==> config.mk <==
export PLATFORM = sky130hd
export DESIGN_NAME = fetch_unit
export DESIGN_NICKNAME = d
export VERILOG_FILES = /design/src/rtl/fetch_unit.sv
export SDC_FILE = /design/constraint.sdc
export NUM_CORES = 1
export LEC_CHECK = 0
export CORE_ASPECT_RATIO = 1.75
export CORE_UTILIZATION = 43
export CTS_CLUSTER_SIZE = 28
export DETAILED_ROUTE_END_ITERATION = 8
export PLACE_DENSITY = 0.76
export SETUP_SLACK_MARGIN = 0.1
export SYNTH_ARGS = -nofsm -noshare
export SYNTH_HDL_FRONTEND = slang
export SYNTH_SLANG_ARGS = --single-unit
==> constraint.sdc <==
create_clock -name clk -period 2.3 [get_ports clk]
set_input_delay 0.23 -clock clk [delete_from_list [all_inputs] [get_ports clk]]
set_output_delay 0.23 -clock clk [all_outputs]
set_load 0.02 [all_outputs]
==> src/rtl/fetch_unit.sv <==
// Instruction-fetch stage: owns the PC, latches the ROM word into a
// registered decode slot, absorbs unconditional JMPs and takes execute redirects.
module fetch_unit #(
  parameter int          ADDR_W     = 4,
  parameter int          INSTR_W    = 16,
  parameter logic [3:0]  JMP_OPCODE = 4'b1000,
  parameter int          CNT_W      = 16
) (
  input  logic               clk,
  input  logic               rst,
  output logic [ADDR_W-1:0]  rom_addr,
  input  logic [INSTR_W-1:0] rom_data,
  input  logic               redirect_valid,
  input  logic [ADDR_W-1:0]  redirect_addr,
  output logic [INSTR_W-1:0] instr_out,
  output logic [ADDR_W-1:0]  instr_pc,
  output logic               instr_valid,
  input  logic               instr_ready,
  output logic [CNT_W-1:0]   issue_count
);

  logic [ADDR_W-1:0]  pc_q, pc_d;
  logic [INSTR_W-1:0] instr_q, instr_d;
  logic [ADDR_W-1:0]  ipc_q, ipc_d;
  logic               valid_q, valid_d;
  logic [CNT_W-1:0]   cnt_q, cnt_d;

  logic slot_free_s;
  logic xfer_s;
  logic is_jmp_s;

  assign xfer_s      = valid_q && instr_ready;
  assign slot_free_s = !valid_q || instr_ready;
  assign is_jmp_s    = (rom_data[INSTR_W-1:INSTR_W-4] == JMP_OPCODE);

  always_comb begin
    pc_d    = pc_q;
    instr_d = instr_q;
    ipc_d   = ipc_q;
    valid_d = valid_q;
    cnt_d   = cnt_q;

    // A transfer counts even when a redirect flushes the slot on the same edge.
    if (xfer_s) begin
      cnt_d = cnt_q + {{(CNT_W-1){1'b0}}, 1'b1};
    end else begin
      cnt_d = cnt_q;
    end

    if (redirect_valid) begin
      pc_d    = redirect_addr;
      valid_d = 1'b0;
    end else if (slot_free_s) begin
      if (is_jmp_s) begin
        pc_d    = rom_data[ADDR_W-1:0];
        valid_d = 1'b0;
      end else begin
        instr_d = rom_data;
        ipc_d   = pc_q;
        valid_d = 1'b1;
        pc_d    = pc_q + {{(ADDR_W-1){1'b0}}, 1'b1};
      end
    end else begin
      valid_d = valid_q;
    end
  end

  always_ff @(posedge clk) begin
    if (rst) begin
      pc_q    <= '0;
      instr_q <= '0;
      ipc_q   <= '0;
      valid_q <= 1'b0;
      cnt_q   <= '0;
    end else begin
      pc_q    <= pc_d;
      instr_q <= instr_d;
      ipc_q   <= ipc_d;
      valid_q <= valid_d;
      cnt_q   <= cnt_d;
    end
  end

  assign rom_addr    = pc_q;
  assign instr_out   = instr_q;
  assign instr_pc    = ipc_q;
  assign instr_valid = valid_q;
  assign issue_count = cnt_q;

endmodule

After elaboration in Yosys (flattened, before gate mapping)
Cells that the tools add are included.
Widths: inputs -> output; s select.
{"block": "totals", "memories": 0, "register_bits": 41, "input_bits": 24, "elab_cells": 20, "latch_bits": 0, "output_inout_bits": 41, "ram_bits": 0, "romBits": 0}
{"block": "op_classes", "addsub": 2, "n_eq_ne": 1, "magnitude_cmp": 0, "bitwise": 2, "mul": 0, "n_div": 0, "mux": 4, "shift": 0, "n_reduce_logical": 6}
{"cell": "$add 16x1->16 const B", "count": 1}
{"cell": "$mux 4", "count": 3}
{"cell": "$add 4x1->4 const B", "count": 1}
{"cell": "$eq 4x4->1 const B", "count": 1}
{"cell": "$reduce_and 3->1", "count": 1}
{"cell": "$not 1->1", "count": 2}
{"cell": "$reduce_bool 2->1", "count": 1}
{"cell": "$reduce_or 2->1", "count": 1}
{"cell": "$logic_and 1x1->1", "count": 1}
{"cell": "$logic_not 1->1", "count": 1}
{"cell": "$logic_or 1x1->1", "count": 1}
{"cell": "$mux 1", "count": 1}

Depth between registers and ports, before layout
Gate-level depths: netlist (run 1).
{"block": "logic_depth", "depth_word": 4, "mapped_depth": 5, "ltp_nobuf": 5}

Worst setup path before layout (run 1)
No wires, ideal clock.
{"block": "synth_timing", "kind": "reg2reg", "startpoint": "register valid_q (netlist: instr_valid)", "endpoint": "register cnt_q[13] (netlist: issue_count[13])", "t_arrival_ns": 1.672, "stages_incl_launch_ff": 6, "required_time_ns": 2.230, "slack_ns": 0.558, "setup_ns": 0.070, "n_path_buf": 1, "cell_sequence": "dfxtp_1 -> and4_1 -> buf_2 -> nand3_1 -> or4_1 -> a21oi_1"}
{"block": "synth_between", "elab_chain_len": 1}
{"item": "from (decl)", "line": "25", "source": "logic valid_q, valid_d;"}
{"item": "from (signal assigned)", "line": "79", "source": "valid_q <= valid_d;"}
{"item": "$logic_and 1x1->1", "line": "32", "source": "assign xfer_s = valid_q && instr_ready;"}
{"item": "to (signal assigned)", "line": "80", "source": "cnt_q <= cnt_d;"}
{"item": "to (decl)", "line": "26", "source": "logic [CNT_W-1:0] cnt_q, cnt_d;"}
Every way passes these cells.
A chain may end at the register's enable or synchronous reset.

Worst setup path in the final report (run 1)
{"block": "layout_timing", "startpoint": "input port rom_data[12]", "endpoint": "register pc_q[0] (netlist: rom_addr[0])"}
{"block": "layout_between", "elab_chain_len": 4}
{"item": "from (decl)", "line": "12", "source": "input logic [INSTR_W-1:0] rom_data,"}
{"item": "$eq 4x4->1", "line": "34", "source": "assign is_jmp_s = (rom_data[INSTR_W-1:INSTR_W-4] == JMP_OPCODE);"}
{"item": "$mux 4", "line": "54", "source": "if (is_jmp_s) begin"}
{"item": "$mux 4", "line": "53", "source": "end else if (slot_free_s) begin"}
{"item": "$mux 4", "line": "50", "source": "if (redirect_valid) begin"}
{"item": "to (signal assigned)", "line": "76", "source": "pc_q <= pc_d;"}
{"item": "to (decl)", "line": "22", "source": "logic [ADDR_W-1:0] pc_q, pc_d;"}
Every way passes these cells. The select of a mux whose other input is x is not followed.

==> metrics.cfg, run 1 <==
[status]
status = complete, no violations

[routing]
drt_iter0_drc = 31
post_drt_wl_per_cell_um = 12.8
via_per_inst = 5.13
ant_nets = 0
drc = 0
wl_um = 4190
dr.pass1.iters = 4
dr_total_vias = 1682

[sta]
hold_viol = 0
timing.final.ws_setup_ns = 0.522
drv_slew = 0
timing.setup.tns_ns = 0
setup_viol = 0
rsz0062_at_grt = false
fmax_ghz = 0.562
whs_ns = 0.455
worst_pin_slew_ns = 0.364
period_minus_slack_ns = 1.78
fin_crit_sh = 0.773
maxSlewHeadroom = 0.754
fin_worst_skew_ns = 0.00584

[clocking]
htreeDepth = 2
cts_tree = done
cts_setup_buffers = 0
path_clk_slew_ns = 0.07
clockBufferDepth = 2
clock-sinks = 41
cts_hold_buffers = 0
numCtsBuffers = 5
cts-root-buf = clkbuf_8
cts_resized = 0
clock_latency_ns = 0.29

[die]
core_area_um2 = 3870
die_w_um = 49.8
dieHeight_um = 85.6
rows = 30
start_util = 0.445
ios = 65
die_area_um2 = 4260

[grt]
met1_usage = 0.211
grt_max_degree = 23
grt_pass1_vias = 1625
grt_use_met2 = 0.420
antenna_found_initial = 0
grt-busiest-layer = met2
track_usage = 0.217
grtUsageMet3 = 0.0603
grt_overflow = 0
grt_first_pass_wirelength_um = 7140

[synthesis]
synth_area_leaders = dfxtp_1 48%, nand2_1 9.8%, a21oi_1 8.7%, xor2_1 5.1%, nor2_1 3.5%
yosysSeqAreaShare = 0.477
syn_nets = 233
syn_inst = 207
synth.ff_latch_count = 41
synth_top_area_frac = 0.477
netlist_area_um2 = 1720
ys_types = 34
yosysWarnings = 0
netlist.top_cell.by_area = dfxtp_1
syn_area_per_cell_um2 = 8.31

[worst_setup_path]
crit_type = in -> reg
cp.required_ns = 2.52
cp_max_fo = 3
arrival_ns = 2.00
cp-start-kind = input port
end_kind = register

[power]
powerDensity_nw_per_um2 = 567
leakagePower_nw = 0.936
ir_worst_vdd_uv = 507

[final_layout]
layout_common_cells = 64 x clkdlybuf4s50_1, 45 x nand2_1, 41 x dfxtp_1, 30 x a21oi_1, 16 x nor2_1
final_net_count = 305
fillerInstances = 340
final_common_cell = clkdlybuf4s50_1
drive_above_1_share = 0.0714
insertedDiodeCount = 0
final_util = 0.654
area_delta_synth_final_pct = 47.1

[place]
pre_cts_slack_ns = 0.218
routabilityCongestion = 0.802
io_buffers = 64
dp_hpwl_um = 3270

[run]
drv_cap = 0

[hold_path]
hp-class = reg -> reg

Yosys cell counts:
master / count
nand2_1: 45
dfxtp_1: 41
a21oi_1: 30
nor2_1: 16
xor2_1: 10
nand3_1: 8
nand4_1: 7
clkbuf_1: 4
or3_1: 4
and2_1: 3
and4_1: 3
buf_2: 3
inv_1: 3
o21ai_0: 3
or4_1: 3
a22oi_1: 2
ha_1: 2
nand2b_1: 2
o21a_1: 2
o31ai_1: 2
a2bb2oi_1: 1
a311o_1: 1
and3_1: 1
buf_4: 1
clkbuf_2: 1
clkbuf_8: 1
mux2i_1: 1
nor2b_1: 1
nor3_1: 1
nor3_2: 1
nor4b_1: 1
o32ai_1: 1
or2_2: 1
or4b_1: 1
critical path: stages:
cell	delay, ns
clkdlybuf4s50_1	0.43
or4b_1	0.54
and3_1	0.19
or4_1	0.46
a21oi_1	0.15
cell type report:
cell class | count | area, um^2 | area share
timing repair buffer | 75 | 723 | 0.286
clock buffer | 6 | 72.6 | 0.0287
multi-input combinational | 153 | 831 | 0.329
clock inverter | 2 | 10.0 | 0.00396
tap | 48 | 60.1 | 0.0238
sequential | 41 | 821 | 0.325
inverter | 3 | 11.3 | 0.00445
metal layers:
| layer | vias to the layer above | routed length, um |
|---|---|---|
| li1 | 857 | - |
| met1 | 770 | 1550 |
| met2 | 50 | 2370 |
| met3 | 5 | 208 |
| met4 | 0 | 65 |
| met5 | - | 0 |
power by group:
group / leakage (nW) / internal (mW) / total [mW] / switching [mW]
registers: 0.335 / 0.737 / 0.759 / 0.0218
logic: 0.557 / 0.119 / 0.230 / 0.111
clock network: 0.0450 / 0.210 / 0.445 / 0.235
path summary, 6_finish.rpt:
| kind | cells after the start | from | end | slack (ns) |
|---|---|---|---|---|
| setup / recovery | 5 | rom_data[12] | rom_addr[0] | 0.52 |
| hold / removal | 2 | instr_out[15] | instr_out[15] | 0.46 |
| setup reg to reg | 4 | instr_valid | issue_count[15] | 0.65 |
| hold reg to reg | 2 | instr_out[15] | instr_out[15] | 0.46 |
registers in the layout, summed over array words and instances (netlist names):
signal,count
issue_count,16
rom_addr,4
instr_pc,4
instr_out,16
instr_valid,1
kinds of logic (layout without fill, tap and decap cells):
group / after synthesis / count (layout) / synth area share
AO/OA/AOI/OAI: 42 / 42 / 0.138
XOR/XNOR: 10 / 10 / 0.0509
adder cells (fa/ha/maj): 2 / 2 / 0.0146
buffers and inverters: 13 / 86 / 0.0393
flip-flops: 41 / 41 / 0.477
multiplexers: 1 / 1 / 0.00582
AND/OR/NAND/NOR: 98 / 98 / 0.274
metrics by stage:
step | power [mW] | area (um^2) | std cells
after global placement | 1.00 | 2450 | 320
after CTS | 1.45 | 2530 | 328
after detailed placement | 1.01 | 2450 | 320
after floorplan | 0.880 | 1720 | 207
after global routing | 1.50 | 2530 | 328
final | 1.43 | 2530 | 328
No activity file was read; power rests on OpenSTA's default activity.
==> run 2, diff against run 1 <==
Clock period 2.3 ns to 1.8 ns, I/O delays scaled along.
==> metrics.cfg, run 2 (same netlist as run 1, synthesis figures left out) <==
[status]
status = complete, no violations

[power]
intPower_mw = 1.45  ; +36%
powerDensity_nw_per_um2 = 735  ; +30%
p_sw_frac = 0.249  ; -0.00709
leakagePower_nw = 0.998  ; +6.6%
power.share.combinational = 0.161  ; about the same
ir_worst_vdd_uv = 663  ; +31%
clkPwrFrac = 0.339  ; +0.028
total_power_mw = 1.93  ; +35%
p_switching_mw = 0.481  ; +31%
p_seq_frac = 0.501  ; -0.028

[final_layout]
area_delta_synth_final_pct = 52.8
layout_common_cells = 60 x clkdlybuf4s50_1, 45 x nand2_1, 40 x dfxtp_1, 29 x a21oi_1
fillerInstances = 330  ; -2.9%
final_net_count = 311  ; +2.0%
final_common_cell = clkdlybuf4s50_1
insertedDiodeCount = 0  ; unchanged
fin_area_um2 = 2630  ; +3.9%
finalNonFillerCells = 334  ; +1.8%
drive_above_1_share = 0.112  ; +0.0405

[sta]
period_minus_slack_ns = 1.61
hold_viol = 0  ; unchanged
maxSlewHeadroom = 0.531  ; -0.223
rsz0062_at_grt = false
setup_viol = 0  ; unchanged
fin_worst_skew_ns = 0.00879  ; +0.00295 ns
drv_slew = 0  ; unchanged
fin_crit_sh = 0.895
worst_pin_slew_ns = 0.701  ; +0.337 ns
fmax_ghz = 0.621

[worst_setup_path]
crit_type = reg -> out
cpPeakStageDelay_ns = 0.67  ; +0.13 ns
crit_buf_inv = 1  ; unchanged
cp.required_ns = 1.62  ; -0.90 ns
cp-start-kind = register
cp_max_fo = 7  ; +4
end_kind = primary output
crit_slowest_cell = clkdlybuf4s50_1
path_cells = clkdlybuf4s50_1
crit_family = buffers and inverters
arrival_ns = 1.43  ; -0.57 ns

[clocking]
clock_latency_ns = 0.29  ; about the same
clock-sinks = 41  ; unchanged
numCtsBuffers = 5  ; unchanged
cts-root-buf = clkbuf_8
clockBufferDepth = 2  ; unchanged
cts_setup_buffers = 0  ; unchanged
cts_tree = done
path_clk_slew_ns = 0.08  ; about the same
htreeDepth = 2  ; unchanged

[routing]
drc = 0  ; unchanged
dr_total_vias = 1717  ; +2.1%
post_drt_wl_per_cell_um = 12.9  ; +0.99%
drt_iter0_drc = 24  ; -23%
via_per_inst = 5.14  ; +0.25%
ant_nets = 0  ; unchanged
dr.pass1.iters = 4  ; unchanged
wl_um = 4310  ; +2.8%

[hold_path]
hp-class = in -> reg

[grt]
track_usage = 0.224  ; +0.00608
grt_first_pass_wirelength_um = 7420  ; +4.0%
antenna_found_initial = 0  ; unchanged
grt_pass1_vias = 1649  ; +1.5%
grt_overflow = 0  ; unchanged
grt_max_degree = 24  ; +4.3%

[die]
core_area_um2 = 3870  ; unchanged
die_w_um = 49.8  ; unchanged
dieHeight_um = 85.6  ; unchanged
ios = 65  ; unchanged
start_util = 0.445  ; unchanged
rows = 30  ; unchanged
die_area_um2 = 4260  ; unchanged

[place]
io_buffers = 64  ; unchanged
routabilityCongestion = 0.820  ; +2.2%
place_area_um2 = 2500  ; +2.4%
dp.cells = 326  ; +1.9%
dp_hpwl_um = 3150  ; -3.4%

[run]
drv_cap = 0  ; unchanged

-- run 2: cell types whose count changed in the layout (fill, tap and decap cells not counted), sizes merged --
| cell | change |
|---|---|
| clkbuf | +1 |
| buf | +6 |
| dlygate4sd2 | +3 |
| clkdlybuf4s50 | -4 |
| clkinv | -1 |
| dlymetal6s2s | +1 |
-- run 2: power groups by stage --
stage | clock [mW] | sequential (mW) | combinational, mW
2_1_floorplan | 0 | 1.03 | 0.0951
3_3_place_gp | 0 | 0.987 | 0.305
3_5_place_dp | 0 | 0.987 | 0.307
4_1_cts | 0.667 | 0.967 | 0.309
5_1_grt | 0.703 | 0.972 | 0.336
6_report | 0.654 | 0.966 | 0.310
-- run 2: worst paths after layout --
check	start	endpoint	slack (ns)	cells past startpoint
min reg2reg	instr_pc[0]	instr_pc[0]	0.46	2
max	rom_addr[0]	rom_addr[0]	0.19	1
min	rom_data[15]	instr_out[15]	0.18	3
max reg2reg	issue_count[6]	issue_count[15]	0.25	4
-- run 2: final cells by class --
class / instances / area (um^2) / share of cell area
timing repair buffer: 81 / 779 / 0.297
clock buffer: 7 / 96.3 / 0.0367
multi-input combinational: 153 / 853 / 0.325
sequential: 41 / 822 / 0.313
inverter: 3 / 11.3 / 0.00429
tap: 48 / 60.1 / 0.0229
clock inverter: 1 / 5.00 / 0.00190
-- run 2: tightest hold or removal path: stages --
cell            delay [ns]
dlymetal6s2s_1        0.14
nand2_1               0.06
a21oi_1               0.05
-- run 2: repair_timing --
action                                  in CTS  in global routing
resized for setup                            5                  4
endpoints found under the setup margin      19                  3
gates cloned                                 0                  0
hold buffers                                 0                  0
pin swaps                                    1                  1
-- run 2: through the flow --
| stage | util | hold slack, ns | setup TNS, ns | setup slack (ns) |
|---|---|---|---|---|
| CTS | 0.676 | 0.341 | 0 | 0.109 |
| detailed placement | 0.648 | 0.446 | -5.89 | -0.348 |
| finish | 0.680 | 0.185 | 0 | 0.190 |
| floorplan | - | 0.315 | 0 | 0.106 |
| global placement | 0.648 | 0.441 | -4.84 | -0.269 |
| global route | 0.680 | 0.195 | 0 | 0.125 |
-- run 2: routing by layer --
layer  GRT usage  vias to the layer above  part of all wire
li1            -                      866                 -
met1       0.236                      795              0.39
met2       0.410                       50              0.54
met3      0.0603                        6             0.048
met4      0.0831                        0             0.012
met5           0                        -                 0
==> run 3, diff against run 2 <==
Settings changed: CAP_MARGIN set to 20, CTS_BUF_LIST set to sky130_fd_sc_hd__clkbuf_16, RECOVER_POWER set to 25.
==> metrics.cfg, run 3 (same netlist as run 1, synthesis figures left out) <==
[worst_setup_path]
cp_max_fo = 20  ; +13
cp-endpoint = instr_out[13]
cp.required_ns = 1.96  ; +0.34 ns
arrival_ns = 1.76  ; +0.33 ns
end_kind = register
r2r_setup_slack_ns = 0.23  ; -0.02 ns
crit_type = in -> reg
startpoint = instr_ready
cp-start-kind = input port
r2r_start = instr_valid
rr_endpoint = issue_count[13]
reg2reg_depth = 5  ; +1

[clocking]
cts-root-buf = clkbuf_16
clockBufferDepth = 2  ; unchanged
numCtsBuffers = 5  ; unchanged
clock_latency_ns = 0.28  ; about the same
cts_tree = done
path_clk_slew_ns = 0.05  ; -0.03 ns
cts_hold_buffers = 0  ; unchanged
clock-sinks = 41  ; unchanged
htreeDepth = 2  ; unchanged

[run]
drv_cap = 0  ; unchanged

[final_layout]
drive_above_1_share = 0.0839  ; -0.0280
layout_common_cells = 54 x clkdlybuf4s50_1, 45 x nand2_1, 40 x dfxtp_1, 30 x a21oi_1, 16 x nor2_1
fin_area_um2 = 2640  ; +0.48%
register_area_um2 = 822  ; unchanged
insertedDiodeCount = 0  ; unchanged
final_common_cell = clkdlybuf4s50_1
final_util = 0.683  ; +0.00324
multi_input_area_um2 = 841  ; -1.5%
final_net_count = 311  ; unchanged
area_delta_synth_final_pct = 53.6
fillerInstances = 329  ; -0.30%

[sta]
hold_viol = 0  ; unchanged
drv_slew = 0  ; unchanged
fin_crit_sh = 0.887  ; -0.00785
setup_viol = 0  ; unchanged
fin_worst_skew_ns = 0.00358  ; -0.00521 ns
fmax_ghz = 0.627  ; +0.89%
rsz0062_at_grt = false
period_minus_slack_ns = 1.60  ; -0.0141 ns
maxSlewHeadroom = 0.532  ; +0.000745
worst_pin_slew_ns = 0.699  ; -0.00111 ns

[die]
core_area_um2 = 3870  ; unchanged
die_area_um2 = 4260  ; unchanged
rows = 30  ; unchanged
die_w_um = 49.8  ; unchanged
start_util = 0.445  ; unchanged
ios = 65  ; unchanged
dieHeight_um = 85.6  ; unchanged

[place]
io_buffers = 64  ; unchanged
dp_hpwl_um = 3150  ; unchanged
routabilityCongestion = 0.820  ; unchanged
place_area_um2 = 2500  ; unchanged

[grt]
grt_max_degree = 24  ; unchanged
grt_pass1_vias = 1673  ; +1.5%
grt_first_pass_wirelength_um = 7490  ; +0.84%
grt_overflow = 0  ; unchanged
track_usage = 0.228  ; +0.00437
antenna_found_initial = 0  ; unchanged

[routing]
dr_total_vias = 1727  ; +0.58%
drc = 0  ; unchanged
ant_nets = 0  ; unchanged
drt_iter0_drc = 26  ; +8.3%
via_per_inst = 5.17  ; +0.58%
wl_um = 4280  ; -0.53%
dr.pass1.iters = 4  ; unchanged
post_drt_wl_per_cell_um = 12.8  ; -0.53%

[power]
total_power_mw = 2.10  ; +9.0%
powerDensity_nw_per_um2 = 797  ; +8.4%
leakagePower_nw = 1.02  ; +1.9%
ir_worst_vdd_uv = 734  ; +11%

[status]
status = complete, no violations

[hold_path]
hp-class = in -> reg

-- run 3: cell type report --
class / count / area share
multi-input cells: 153 / 0.318
flip-flops and latches: 41 / 0.311
repair buffers: 81 / 0.291
clock buffers: 5 / 0.0474
well taps: 48 / 0.0227
clock inverters: 3 / 0.00474
inverters: 3 / 0.00427
-- run 3: worst min path at each step --
stage                 startpoint            end  slack, ns  cells past startpoint
CTS                 rom_data[13]  instr_out[13]       0.35                      3
floorplan           rom_data[10]  instr_out[10]       0.32                      2
finish              rom_data[15]  instr_out[15]       0.20                      3
global route        rom_data[15]  instr_out[15]       0.21                      3
global placement    instr_out[9]   instr_out[9]       0.44                      2
detailed placement   instr_pc[0]    instr_pc[0]       0.45                      2
-- run 3: timing repair --
item | 4_1_cts | 5_1_grt
buffers inserted | 0 | 0
pin swaps | 2 | 1
endpoints found under the hold margin | 0 | 0
endpoints found under the setup margin | 19 | 4
gates resized for setup | 5 | 2
gates cloned | 0 | 0
-- run 3: critical path: stages --
cell,delay [ns]
clkdlybuf4s50_1,0.53
nor2b_1,0.11
buf_4,0.16
or3_1,0.39
buf_12,0.17
a22oi_1,0.15
nor2_1,0.05
-- run 3: stage by stage --
step                      std cells  worst slack, ns  hold slack [ns]  TNS, ns
after detailed placement        326           -0.348            0.446    -5.89
final                           334            0.204            0.198        0
after global placement          326           -0.269            0.441    -4.84
after CTS                       334            0.111            0.354        0
after floorplan                 207            0.106            0.315        0
after global routing            334           0.0826            0.209        0
-- run 3: power by group --
part | internal [mW] | total (mW) | switching [mW]
clock | 0.501 | 0.835 | 0.334
combinational | 0.154 | 0.301 | 0.147
sequential | 0.944 | 0.968 | 0.0240
-- run 3: layer usage --
layer / wire, um / part of all wire / vias to the layer above / track usage
met5: 0 / 0 / - / 0
met4: 105 / 0.025 / 0 / 0.106
met3: 229 / 0.053 / 10 / 0.0674
met2: 2310 / 0.54 / 54 / 0.413
met1: 1630 / 0.38 / 792 / 0.233
li1: - / - / 871 / -
